### src/rtl/dcache_snoop_responder.sv
// dcache_snoop_responder
//   Cache-side coherence responder for one L1 data cache (MSI). It looks up
//   the snooped address in the local tag/state array and answers the memory
//   controller. A Modified hit raises ccwrite and flushes the block one word
//   at a time over daddr/dstore/dWEN. After the flush the line is downgraded
//   to S, or invalidated if the requester intends to write. A Shared hit
//   with ccinv is invalidated in place. A matching LL link is cleared when a
//   remote requester invalidates the block.
//
// Ports
//   CLK, nRST            clock, asynchronous active-low reset
//   ccwait, ccinv        snoop request / requester-will-write
//   ccsnoopaddr          snooped address
//   dwait                controller wait; low for one cycle = word accepted
//   snp_idx, snp_tag     combinational lookup key into the tag/state array
//   way_hit/state/data   per-way lookup results for snp_idx/snp_tag
//   link_valid/addr      LL/SC link register contents
//   ccwrite              this cache supplies the snooped block
//   daddr, dstore, dWEN  flush word path
//   upd_en/idx/way/state one-cycle state-array write
//   snoop_busy           local cache FSM must stay off the bus and arrays
//   link_clr             one-cycle link register clear
module dcache_snoop_responder #(
  parameter int unsigned SETS = 8,
  parameter int unsigned WAYS = 2,
  localparam int unsigned IDX_W = $clog2(SETS),
  localparam int unsigned WAY_W = (WAYS > 1) ? $clog2(WAYS) : 1,
  localparam int unsigned TAG_W = 32 - IDX_W - 3
) (
  input  logic                CLK,
  input  logic                nRST,
  input  logic                ccwait,
  input  logic                ccinv,
  input  logic [31:0]         ccsnoopaddr,
  input  logic                dwait,
  output logic [IDX_W-1:0]    snp_idx,
  output logic [TAG_W-1:0]    snp_tag,
  input  logic [WAYS-1:0]     way_hit,
  input  logic [2*WAYS-1:0]   way_state,
  input  logic [64*WAYS-1:0]  way_data,
  input  logic                link_valid,
  input  logic [31:0]         link_addr,
  output logic                ccwrite,
  output logic [31:0]         daddr,
  output logic [31:0]         dstore,
  output logic                dWEN,
  output logic                upd_en,
  output logic [IDX_W-1:0]    upd_idx,
  output logic [WAY_W-1:0]    upd_way,
  output logic [1:0]          upd_state,
  output logic                snoop_busy,
  output logic                link_clr
);

  localparam logic [1:0] MsiI = 2'b00;
  localparam logic [1:0] MsiS = 2'b01;
  localparam logic [1:0] MsiM = 2'b10;

  typedef enum logic [1:0] {StIdle, StFlush0, StFlush1} state_e;

  state_e             r_state, w_state_next;
  logic               r_serviced, w_serviced_next;
  logic [IDX_W-1:0]   r_idx;
  logic [TAG_W-1:0]   r_tag;
  logic [WAY_W-1:0]   r_way;
  logic [63:0]        r_data;
  logic               r_inv;

  logic [WAY_W-1:0]   w_sel_way;
  logic [1:0]         w_sel_state;
  logic [63:0]        w_sel_data;
  logic               w_hit;
  logic               w_m_hit;
  logic               w_s_hit;
  logic               w_snoop;
  logic               w_link_match;

  assign snp_idx = ccsnoopaddr[IDX_W+2:3];
  assign snp_tag = ccsnoopaddr[31:IDX_W+3];

  // Lowest-indexed valid hit wins; state 11 is treated as invalid.
  always_comb begin
    w_sel_way   = '0;
    w_sel_state = MsiI;
    w_sel_data  = '0;
    w_hit       = 1'b0;
    for (int i = WAYS - 1; i >= 0; i--) begin
      if (way_hit[i] && (way_state[2*i +: 2] == MsiS || way_state[2*i +: 2] == MsiM)) begin
        w_sel_way   = WAY_W'(i);
        w_sel_state = way_state[2*i +: 2];
        w_sel_data  = way_data[64*i +: 64];
        w_hit       = 1'b1;
      end
    end
  end

  assign w_m_hit      = w_hit & (w_sel_state == MsiM);
  assign w_s_hit      = w_hit & (w_sel_state == MsiS);
  // A new, not yet answered snoop; nRST gating keeps outputs 0 during reset.
  assign w_snoop      = ccwait & nRST & ~r_serviced;
  assign w_link_match = link_valid & (link_addr[31:3] == ccsnoopaddr[31:3]);

  // State register and latched snoop context
  always_ff @(posedge CLK or negedge nRST) begin
    if (!nRST) begin
      r_state    <= StIdle;
      r_serviced <= 1'b0;
      r_idx      <= '0;
      r_tag      <= '0;
      r_way      <= '0;
      r_data     <= '0;
      r_inv      <= 1'b0;
    end else begin
      r_state    <= w_state_next;
      r_serviced <= w_serviced_next;
      if (r_state == StIdle && w_snoop && w_m_hit) begin
        r_idx  <= snp_idx;
        r_tag  <= snp_tag;
        r_way  <= w_sel_way;
        r_data <= w_sel_data;
        r_inv  <= ccinv;
      end
    end
  end

  // Next state
  always_comb begin
    w_state_next    = r_state;
    w_serviced_next = r_serviced;
    unique case (r_state)
      StIdle: begin
        if (w_snoop && w_m_hit) begin
          w_state_next = StFlush0;
        end else if (w_snoop) begin
          // Miss and S hits complete in the snoop cycle itself.
          w_serviced_next = 1'b1;
        end
      end
      StFlush0: begin
        if (!ccwait)     w_state_next = StIdle;
        else if (!dwait) w_state_next = StFlush1;
      end
      StFlush1: begin
        if (!ccwait) begin
          w_state_next = StIdle;
        end else if (!dwait) begin
          w_state_next    = StIdle;
          w_serviced_next = 1'b1;
        end
      end
      default: w_state_next = StIdle;
    endcase
    if (!ccwait) w_serviced_next = 1'b0;
  end

  // Outputs
  always_comb begin
    ccwrite    = 1'b0;
    daddr      = '0;
    dstore     = '0;
    dWEN       = 1'b0;
    upd_en     = 1'b0;
    upd_idx    = '0;
    upd_way    = '0;
    upd_state  = MsiI;
    snoop_busy = 1'b0;
    link_clr   = 1'b0;
    unique case (r_state)
      StIdle: begin
        snoop_busy = ccwait & nRST;
        ccwrite    = w_snoop & w_m_hit;
        link_clr   = w_snoop & ccinv & w_link_match;
        if (w_snoop && w_s_hit && ccinv) begin
          upd_en    = 1'b1;
          upd_idx   = snp_idx;
          upd_way   = w_sel_way;
          upd_state = MsiI;
        end
      end
      StFlush0: begin
        ccwrite    = 1'b1;
        dWEN       = 1'b1;
        snoop_busy = 1'b1;
        daddr      = {r_tag, r_idx, 1'b0, 2'b00};
        dstore     = r_data[31:0];
      end
      StFlush1: begin
        ccwrite    = 1'b1;
        dWEN       = 1'b1;
        snoop_busy = 1'b1;
        daddr      = {r_tag, r_idx, 1'b1, 2'b00};
        dstore     = r_data[63:32];
        if (ccwait && !dwait) begin
          upd_en    = 1'b1;
          upd_idx   = r_idx;
          upd_way   = r_way;
          upd_state = r_inv ? MsiI : MsiS;
        end
      end
      default: ;
    endcase
  end

endmodule
### config.mk
export PLATFORM = sky130hd
export DESIGN_NAME = dcache_snoop_responder
export DESIGN_NICKNAME = d
export VERILOG_FILES = /design/src/rtl/dcache_snoop_responder.sv
export SDC_FILE = /design/constraint.sdc
export NUM_CORES = 1
export LEC_CHECK = 0
export CAP_MARGIN = 20
export CORE_ASPECT_RATIO = 0.5
export CORE_MARGIN = 10
export CORE_UTILIZATION = 35
export DETAILED_ROUTE_END_ITERATION = 6
export PLACE_DENSITY_LB_ADDON = 0.2
export SYNTH_ARGS = -nofsm -noshare
export SYNTH_HDL_FRONTEND = slang
export SYNTH_SLANG_ARGS = --single-unit
### constraint.sdc
create_clock -name CLK -period 2.6 [get_ports CLK]
set_input_delay 0.52 -clock CLK [delete_from_list [all_inputs] [get_ports CLK]]
set_output_delay 0.52 -clock CLK [all_outputs]
set_load 0.02 [all_outputs]
==> run_results.csv, run 1 <==
group,metric,value,unit
run_status,run_status,"finished, final reports clean",
pwr,power_density,775,nW/um2
timing,timing.final.hold_violations,0,
timing,fin_crit,2.55,ns
setup_path,crit_path_end_kind,"primary output",
place,place_congestion,0.789,
finish,stdcell_count,1087,
finish,syn_to_final_growth,64.9,%
logic_synthesis,avgSynthCellArea,9.60,um2
drt,vias,5414,
pwr,power,7140,uW
setup_path,cp_cell_sequence,"clkdlybuf4s50_1, and4b_1, nand2_2, buf_4, nor2_1, buf_4, or2_2, buf_2",
cts,cts_root_buf,"clkbuf_16",
timing,rsz0062_at_grt,"yes",
place,hpwlAfterDp,15500,um
timing,clock_skew,0.00396,ns
cts,cts_tree,"yes",
logic_synthesis,synthSimpleGateAreaFrac,14.8,%
drt,drt_wl_total,20400,um
floorplanning,fp.dieArea,21700,um2
floorplanning,core,15500,um2
setup_path,timing.rr.end,"r_data[35]",
cts,clkSinkCount,98,
setup_path,critPathMaxFanout,5,
cts,clk_pin_slew,0.07,ns
floorplanning,start_util,36.0,%
setup_path,cp.required,2.08,ns
logic_synthesis,synth_mux_area_share,6.05,%
setup_path,crit_path_frequent_cell,"buf_4",
global_route,grt_pass1_vias,5425,
logic_synthesis,ys_warn_count,0,
run,drv_cap,0,
setup_path,crit_slowest_cell,"clkdlybuf4s50_1",
setup_path,worstSetupStartpointType,"input port",
global_route,grt_pass1_wl,29700,um
logic_synthesis,synthCells,582,
logic_synthesis,ys_seq_elements,98,
setup_path,reg2reg_from,"r_state[1]",
timing,drv_slew,0,
logic_synthesis,synth_cell_types,36,
finish,drive_gt1_share,16.5,%
logic_synthesis,netlist_area,5590,um2
cts,worst_skew_pair.late_latency,0.34,ns
cts,postCtsHoldBufs,0,
logic_synthesis,synth_compound_area_share,21.2,%
drt,met1_length,8070,um
global_route,grt_usage,17.3,%
finish,finalNetCount,1086,
place,io_buffers,298,
setup_path,cpPeakStageDelay,0.41,ns
logic_synthesis,yosysSeqAreaShare,43.9,%
global_route,antenna_found_initial,0,
finish,fillers,1387,
drt,ant_nets,0,
place,dp_cells,1068,
setup_path,path_class,"input port to primary output",
timing,relSlewSlack,37.5,%
cts,cts_inserted_buffers,9,
drt,drt_iter0_drc,211,
floorplanning,ios,308,
cts,cts-htree-levels,3,
drt,drcViolationCount,0,
drt,wl_per_cell,18.8,um
timing,worst_pin_slew,0.938,ns
worst_hold_path,min_path_type,"input port to async pin",
timing,final.setup.worst_slack,0.0486,ns
timing,finalCritPeriodShare,98.1,%
pwr,leakage,0.00386,uW
drt,vias_per_cell,4.98,
cts,cts.path.max_buffers,2,
drt,wl_met2,10600,um
logic_synthesis,synth_top_family_by_area,"compound AO/OA/AOI/OAI gates",
setup_path,r2r_setup_slack,0.30,ns
setup_path,critical_path_arrival,2.03,ns
timing,setup-violations-final,0,
logic_synthesis,synth_fa_ha_area_share,0.896,%
global_route,grt_max_degree,115,
finish,antenna_cells,0,
logic_synthesis,synth_xor_area_share,4.86,%
global_route,grt.overflow.total,0,
drt,drtPass1Iterations,4,
drt,top_layer_used,"met4",
timing,clock.fmax,392,MHz
place,dp_slack,-0.487,ns
setup_path,reg2regPathDepth,9,
drt,wl_met3,1680,um
pwr,vdd_drop_max,0.407,mV
floorplanning,rows,32,
floorplanning,die_h,109,um
floorplanning,die_w,199,um
-- critical path: cells and delay by family --
| kind | cells | cell delay (ns) |
|---|---|---|
| buffers and inverters | 4 | 0.84 |
| AND/OR/NAND/NOR | 4 | 0.67 |
-- cell usage in the layout, fill, tap and decap left out, types with 3 or more instances in the layout --
| cell type | count |
|---|---|
| nor2_1 | 70 |
| and2_1 | 30 |
| buf_4 | 62 |
| conb_1 | 3 |
| a22oi_1 | 96 |
| buf_12 | 4 |
| buf_6 | 3 |
| xnor2_1 | 13 |
| clkdlybuf4s15_1 | 14 |
| clkdlybuf4s50_1 | 224 |
| a21oi_1 | 65 |
| mux2_2 | 30 |
| clkbuf_2 | 14 |
| nor4_1 | 4 |
| nor2b_1 | 34 |
| xor2_1 | 16 |
| o211ai_1 | 3 |
| dlygate4sd2_1 | 34 |
| a22o_1 | 4 |
| clkbuf_16 | 10 |
| nand4_1 | 4 |
| dfrtp_1 | 98 |
-- area by class of cell --
| type | count | area [um2] | area share, % |
|---|---|---|---|
| flip-flops and latches | 98 | 2450 | 26.6 |
| repair buffers | 361 | 3430 | 37.2 |
| clock buffers | 10 | 229 | 2.48 |
| well taps | 204 | 255 | 2.77 |
| clock inverters | 6 | 90.1 | 0.978 |
| inverters | 3 | 11.3 | 0.122 |
| multi-input cells | 405 | 2750 | 29.9 |
-- registers in the layout, summed over array words and instances, names as in the netlist --
signal / count
r_inv: 1
r_state: 2
r_serviced: 1
r_data: 64
r_tag: 26
r_way: 1
r_idx: 3
-- how the worst max path moves through the flow --
stage,from,endpoint,depth (start not counted)
6_report,ccwait,upd_en,8
5_1_grt,r_state[0],upd_en,9
4_1_cts,r_state[0],upd_en,9
3_5_place_dp,ccwait,link_clr,7
3_3_place_gp,ccwait,link_clr,7
2_1_floorplan,r_state[0],upd_state[0],6
-- per-stage QoR --
step / instance area [um2] / utilization, % / hold slack [ns] / TNS [ns]
2_1_floorplan: 5590 / - / 0.224 / 0
3_3_place_gp: 8900 / 57.3 / 0.482 / -26.29
3_5_place_dp: 8900 / 57.3 / 0.490 / -32.32
4_1_cts: 9140 / 58.9 / 0.218 / 0
5_1_grt: 9220 / 59.3 / 0.233 / -0.0110
6_report: 9220 / 59.3 / 0.212 / 0
-- repair_timing --
item                                    4_1_cts  5_1_grt
endpoints found under the setup margin      125      102
gates cloned                                  0        1
pin swaps                                     1        5
resized for setup                            96       61
setup buffers                                 1        1
-- report_power, final --
group | leakage [uW] | switching, uW | total [uW] | internal [uW]
clock network | 0.000158 | 587 | 1440 | 849
registers | 0.00116 | 409 | 2700 | 2290
logic | 0.00254 | 1480 | 3000 | 1530
total | 0.00386 | 2470 | 7140 | 4670
-- synth_stat cells --
cell type | count | area share [%]
nor2_1 | 71 | 4.8
nor3b_1 | 1 | 0.13
nand4b_1 | 1 | 0.16
o41ai_1 | 1 | 0.16
buf_4 | 37 | 5.0
a31oi_1 | 2 | 0.22
a22oi_1 | 97 | 13
or2_2 | 1 | 0.11
nor4b_4 | 1 | 0.43
buf_2 | 12 | 1.1
xor2_1 | 18 | 2.8
nor4_1 | 5 | 0.56
dfrtp_1 | 98 | 44
ha_1 | 4 | 0.90
mux2_2 | 30 | 6.0
and4b_1 | 1 | 0.18
o21ai_1 | 2 | 0.18
o211ai_1 | 3 | 0.40
and2_1 | 31 | 3.5
inv_1 | 3 | 0.20
a21o_1 | 1 | 0.13
nand3_1 | 1 | 0.089
nand4_1 | 4 | 0.45
xnor2_1 | 13 | 2.0
a41oi_1 | 1 | 0.16
nand3b_1 | 2 | 0.27
nand2_1 | 3 | 0.20
a21oi_1 | 65 | 5.8
nor2b_1 | 34 | 3.8
clkbuf_1 | 29 | 1.9
a211oi_1 | 1 | 0.13
a32o_1 | 1 | 0.18
a22o_1 | 4 | 0.63
nand2b_1 | 2 | 0.22
o21a_1 | 1 | 0.13
conb_1 | 1 | 0.067
-- metal layers --
layer / vias to the layer above / GRT usage, %
met1: 2618 / 19.2
li1: 2632 / -
met3: 10 / 6.86
met2: 154 / 31.3
met4: 0 / 2.70
met5: - / 0
-- logic make-up (layout without fill, tap and decap cells) --
kind of cell             count (synthesis)  in the layout
other                                    1              3
AND/OR/NAND/NOR                        158            158
adder cells (fa/ha/maj)                  4              4
buffers and inverters                   81            380
XOR/XNOR                                31             31
multiplexers                            30             30
AO/OA/AOI/OAI                          179            179
flip-flops                              98             98
(Power assumes the default switching activity.)
==> run 2, diff against run 1 <==
TNS_END_PERCENT = 5   (was default)
==> run 2 against run 1 <==
Fmax decreased by 0.37%. Sequential cell count stayed put. Setup slack got worse by 0.0095 ns. Global-route usage unchanged. Routed wire length shrank 0.17%. Die area unchanged. Via count fell by 0.72%. Sequential share of layout area grew 0.11 points. Critical path depth grew 1. Core utilization fell by 0.24 points. Largest cell class unchanged. Highest routed layer unchanged.
==> run_results.csv, run 2 (synthesized netlist as in run 1, its figures left out) <==
group,metric,value,unit
run_status,run_status,"finished, final reports clean",
setup_path,path_class,"register to primary output",
run,drv_cap,0,
cts,clkSinkCount,98,
setup_path,crit_start,"r_state[0]",
global_route,grt_usage,17.3,%
floorplanning,start_util,36.0,%
timing,timing.final.hold_violations,0,
timing,worst_pin_slew,0.934,ns
global_route,grt_pass1_vias,5409,
setup_path,worstSetupStartpointType,"register",
cts,cts_inserted_buffers,9,
place,io_buffers,298,
global_route,met3_usage,6.92,%
timing,finalCritPeriodShare,98.5,%
drt,drtPass1Iterations,5,
drt,drt_iter0_drc,197,
pwr,power_density,774,nW/um2
finish,syn_to_final_growth,64.3,%
floorplanning,fp.dieArea,21700,um2
finish,regMostFlops,"r_data",
global_route,antenna_found_initial,0,
drt,vias_per_cell,4.95,
floorplanning,die_w,199,um
timing,clock.fmax,390,MHz
global_route,met2_usage,31.3,%
finish,register_area,2450,um2
finish,final_common_cell,"clkdlybuf4s50_1",
floorplanning,ios,308,
cts,postCtsHoldBufs,0,
finish,largest_register_ff_count,64,
place,place_congestion,0.789,
floorplanning,die_h,109,um
timing,clock_skew,0.00270,ns
floorplanning,rows,32,
setup_path,r2r_setup_slack,0.30,ns
finish,fillers,1383,
setup_path,critical_path_arrival,2.04,ns
finish,finalNetCount,1085,
place,post_dp_cell_area,8900,um2
pwr,power,7110,uW
finish,drive_gt1_share,17.5,%
floorplanning,core,15500,um2
place,hpwlAfterDp,15500,um
global_route,grt_pass1_wl,29700,um
worst_hold_path,min_path_type,"input port to async pin",
setup_path,timing.rr.end,"r_data[35]",
drt,vias,5375,
pwr,leakage,0.00394,uW
timing,fin_crit,2.56,ns
finish,multiInputGateArea,2750,um2
global_route,grt.overflow.total,0,
cts,worst_skew_pair.late_latency,0.34,ns
setup_path,reg2reg_from,"r_state[1]",
global_route,grt.busiest_layer,"met2",
finish,final_cell_mix,"clkdlybuf4s50_1, dfrtp_1, a22oi_1",
drt,drt_wl_total,20400,um
cts,cts.path.max_buffers,2,
global_route,grtUsageMet1,19.2,%
setup_path,cp.required,2.08,ns
cts,cts_root_buf,"clkbuf_16",
global_route,grt_max_degree,115,
setup_path,reg2regPathDepth,9,
setup_path,crit_path_end_kind,"primary output",
drt,ant_nets,0,
pwr,vdd_drop_max,0.402,mV
drt,wl_per_cell,18.8,um
cts,cts_tree,"yes",
setup_path,cp-endpoint,"upd_en",
timing,relSlewSlack,37.8,%
timing,setup-violations-final,0,
drt,drcViolationCount,0,
cts,cts-htree-levels,3,
finish,largestRegisters,"r_data (64), r_tag (26), r_idx (3)",
finish,antenna_cells,0,
finish,fin_area,9180,um2
cts,clk_pin_slew,0.07,ns
timing,drv_slew,0,
timing,rsz0062_at_grt,"yes",
setup_path,critPathMaxFanout,5,
==> run 2: metrics by stage <==
step | hold slack [ns] | utilization [%] | setup WS (ns) | setup TNS (ns) | instances
detailed placement | 0.490 | 57.3 | -0.487 | -32.32 | 1068
global route | 0.233 | 59.1 | -0.0405 | -0.0799 | 1086
floorplan | 0.224 | - | 0.185 | 0 | 584
finish | 0.208 | 59.1 | 0.0391 | 0 | 1086
global placement | 0.482 | 57.3 | -0.477 | -26.29 | 1068
CTS | 0.218 | 58.8 | -0.181 | -0.307 | 1084
==> run 2: worst min path at each step <==
stage	slack, ns	startpoint	cells after the start	to
after global placement	0.48	r_tag[7]	1	r_tag[7]
after floorplan	0.22	nRST	0	r_data[0]
final	0.21	nRST	2	r_tag[6]
after detailed placement	0.49	r_tag[1]	1	r_tag[1]
after global routing	0.23	nRST	2	r_tag[3]
after CTS	0.22	nRST	2	r_tag[24]
==> run 2: worst max-delay path, cell delays in order, from the launching register on <==
cell and delay (ns):
dfrtp_1 0.35, inv_1 0.06, ha_1 0.23, and4b_1 0.21, nand2_2 0.12, buf_4 0.12
nor2_1 0.03, buf_4 0.15, or2_2 0.29, buf_2 0.16
==> run 2: area by class of cell <==
class | count | share of cell area, %
inverters | 3 | 0.123
clock buffers | 10 | 2.49
clock inverters | 6 | 0.982
repair buffers | 360 | 37.0
flip-flops and latches | 98 | 26.7
multi-input cells | 405 | 29.9
well taps | 204 | 2.78
==> run 2: what timing repair did <==
action | in CTS | in global routing
buffers inserted | 0 | 1
pin swaps | 0 | 9
resized for setup | 89 | 90
cloned | 0 | 1
hold endpoints to repair | 0 | 0
endpoints found under the setup margin | 125 | 102
==> run 2: metal layers <==
layer	vias up	part of all wire [%]
li1	2633	-
met5	-	0
met3	9	8.2
met4	0	0.55
met2	149	52
met1	2584	39
==> run 2: power breakdown <==
group / leakage (uW) / switching [uW] / internal (uW)
Combinational: 0.00262 / 1470 / 1500
Clock: 0.000158 / 590 / 849
Sequential: 0.00116 / 404 / 2290
Total: 0.00394 / 2460 / 4650
==> run 3, diff against run 2 <==
CORE_UTILIZATION = 50   (was 35)
DONT_BUFFER_PORTS = 1   (was default)
==> run 3 against run 2 <==
Largest power group is now registers. Clock-buffer cell count unchanged. Final cell count down 34%. Combinational power down 23%. Clock power down 13%. Critical path depth down 2. Register-to-register slack better by 0.06 ns. The run now ends with negative hold slack left. Global-route usage up 1.7 points. Clock skew up 0.0052 ns. Highest routed layer unchanged. Setup slack better by 0.064 ns. Non-clock buffer count down 307. Largest cell class is now multi-input gates. Final area down 34%.
==> run_results.csv, run 3 (synthesized netlist as in run 1, its figures left out) <==
group,metric,value,unit
run_status,run_status,"finished with violations",
run_status,violations,"negative hold slack",
drt,drcViolationCount,0,
floorplanning,die_h,94.7,um
worst_hold_path,min_path_type,"input port to async pin",
cts,cts-htree-levels,3,
pwr,vdd_drop_max,0.468,mV
finish,syn_to_final_growth,8.67,%
pwr,leakage,0.00242,uW
floorplanning,fp.dieArea,16100,um2
global_route,antenna_found_initial,0,
setup_path,cp_cell_sequence,"inv_2, ha_2, and4b_2, nor4b_4, nor2_1, nor2_1, buf_4",
setup_path,reg2reg_from,"r_state[1]",
cts,clk_pin_slew,0.07,ns
timing,fin_crit,2.50,ns
floorplanning,die_w,169,um
setup_path,crit_slowest_cell,"dfrtp_1",
drt,drt_iter0_drc,251,
timing,timing.final.hold_violations,98,
setup_path,crit_start,"r_state[1]",
drt,vias,4205,
finish,multiInputGateArea,2720,um2
floorplanning,rows,27,
run,drv_cap,0,
floorplanning,start_util,51.0,%
cts,cts.path.max_buffers,2,
finish,finalNetCount,778,
finish,antenna_cells,0,
drt,ant_nets,0,
setup_path,cpPeakStageDelay,0.43,ns
finish,drive_gt1_share,19.5,%
setup_path,critical_path_arrival,1.98,ns
setup_path,crit_path_frequent_cell,"nor2_1",
place,hpwlAfterDp,12300,um
pwr,power,6260,uW
cts,cts_inserted_buffers,9,
finish,final_cell_mix,"dfrtp_1, a22oi_1, nor2_1",
finish,largestRegisters,"r_data (64), r_tag (26), r_idx (3)",
global_route,grt.overflow.total,0,
global_route,grt_pass1_vias,4366,
cts,cts_tree,"yes",
drt,drtPass1Iterations,5,
timing,worst_pin_slew,0.684,ns
drt,vias_per_cell,5.84,
timing,holdWs,-0.130,ns
place,place_congestion,0.804,
timing,finalCritPeriodShare,96.0,%
setup_path,path_class,"register to primary output",
finish,regMostFlops,"r_data",
timing,clock_skew,0.00792,ns
timing,setup-violations-final,0,
finish,largest_register_ff_count,64,
drt,drt_wl_total,16100,um
setup_path,critPathMaxFanout,4,
pwr,power_density,1030,nW/um2
timing,rsz0062_at_grt,"yes",
cts,cts_root_buf,"clkbuf_16",
finish,final_common_cell,"dfrtp_1",
floorplanning,core,10900,um2
finish,register_area,2450,um2
timing,relSlewSlack,53.8,%
global_route,grt_usage,18.9,%
finish,fillers,1009,
cts,worst_skew_pair.late_latency,0.34,ns
drt,wl_per_cell,22.4,um
setup_path,worstSetupStartpointType,"register",
setup_path,crit_path_end_kind,"primary output",
cts,clkSinkCount,98,
global_route,grt_pass1_wl,24500,um
place,io_buffers,0,
setup_path,cp.required,2.08,ns
floorplanning,ios,308,
global_route,grt_max_degree,103,
timing,drv_slew,0,
timing,clock.fmax,400,MHz
## run 3: changes by cell type in the layout (fill, tap and decap cells not counted), sizes merged, moves of 2 or more
cell / delta
clkdlybuf4s50: -213
clkdlybuf4s15: -13
bufinv: -2
clkinvlp: +2
clkbuf: -26
dlygate4sd2: -24
dlymetal6s2s: -14
buf: -17
## run 3: timing repair
item,4_1_cts,5_1_grt
pin swaps,1,0
hold endpoints to repair,98,98
setup buffers,0,0
endpoints found under the setup margin,6,28
resized for setup,3,8
## run 3: worst max-delay path: cells and delay by family, from the launching register on
family	cells	cell delay, ns
flops	1	0.43
buf+inv	2	0.24
fa+ha+maj	1	0.19
simple gates	4	0.79
## run 3: final cells by class
cell class | instances | area share (%)
sequential | 98 | 40.4
tap | 145 | 2.99
clock buffer | 10 | 3.77
timing repair buffer | 53 | 7.03
multi-input combinational | 405 | 44.8
inverter | 3 | 0.185
clock inverter | 6 | 0.804
## run 3: path summary, 6_finish.rpt
kind | to | slack, ns | cells past startpoint
worst max-delay path | ccwrite | 0.10 | 7
worst min register to register | r_tag[7] | 0.50 | 1
max in group asynchronous | r_tag[7] | 2.54 | 0
worst min-delay path | r_tag[13] | -0.13 | 0
min in group CLK | r_tag[23] | 0.32 | 1
worst max register to register | r_data[50] | 0.36 | 8
## run 3: layer usage
layer  global-route usage, %  vias to the layer above  wire length (um)
met5                       0                        -                 0
met4                    3.71                        0               146
met3                    8.62                       10              1630
met2                    32.5                      168              8130
met1                    21.6                     2009              6200
li1                        -                     2018                 -
## run 3: metrics by stage
stage	instances	cell area (um2)	setup TNS, ns	util [%]	setup slack (ns)
CTS	720	6050	0	55.3	0.000194
finish	720	6070	0	55.5	0.103
detailed placement	704	5760	0	52.7	0.0789
global placement	704	5760	0	52.7	0.128
global route	720	6070	-0.0458	55.5	-0.0281
floorplan	584	5590	0	-	0.185
## run 3: power breakdown
group | switching (uW) | internal [uW]
combinational | 1240 | 1050
sequential | 415 | 2290
clock | 598 | 660
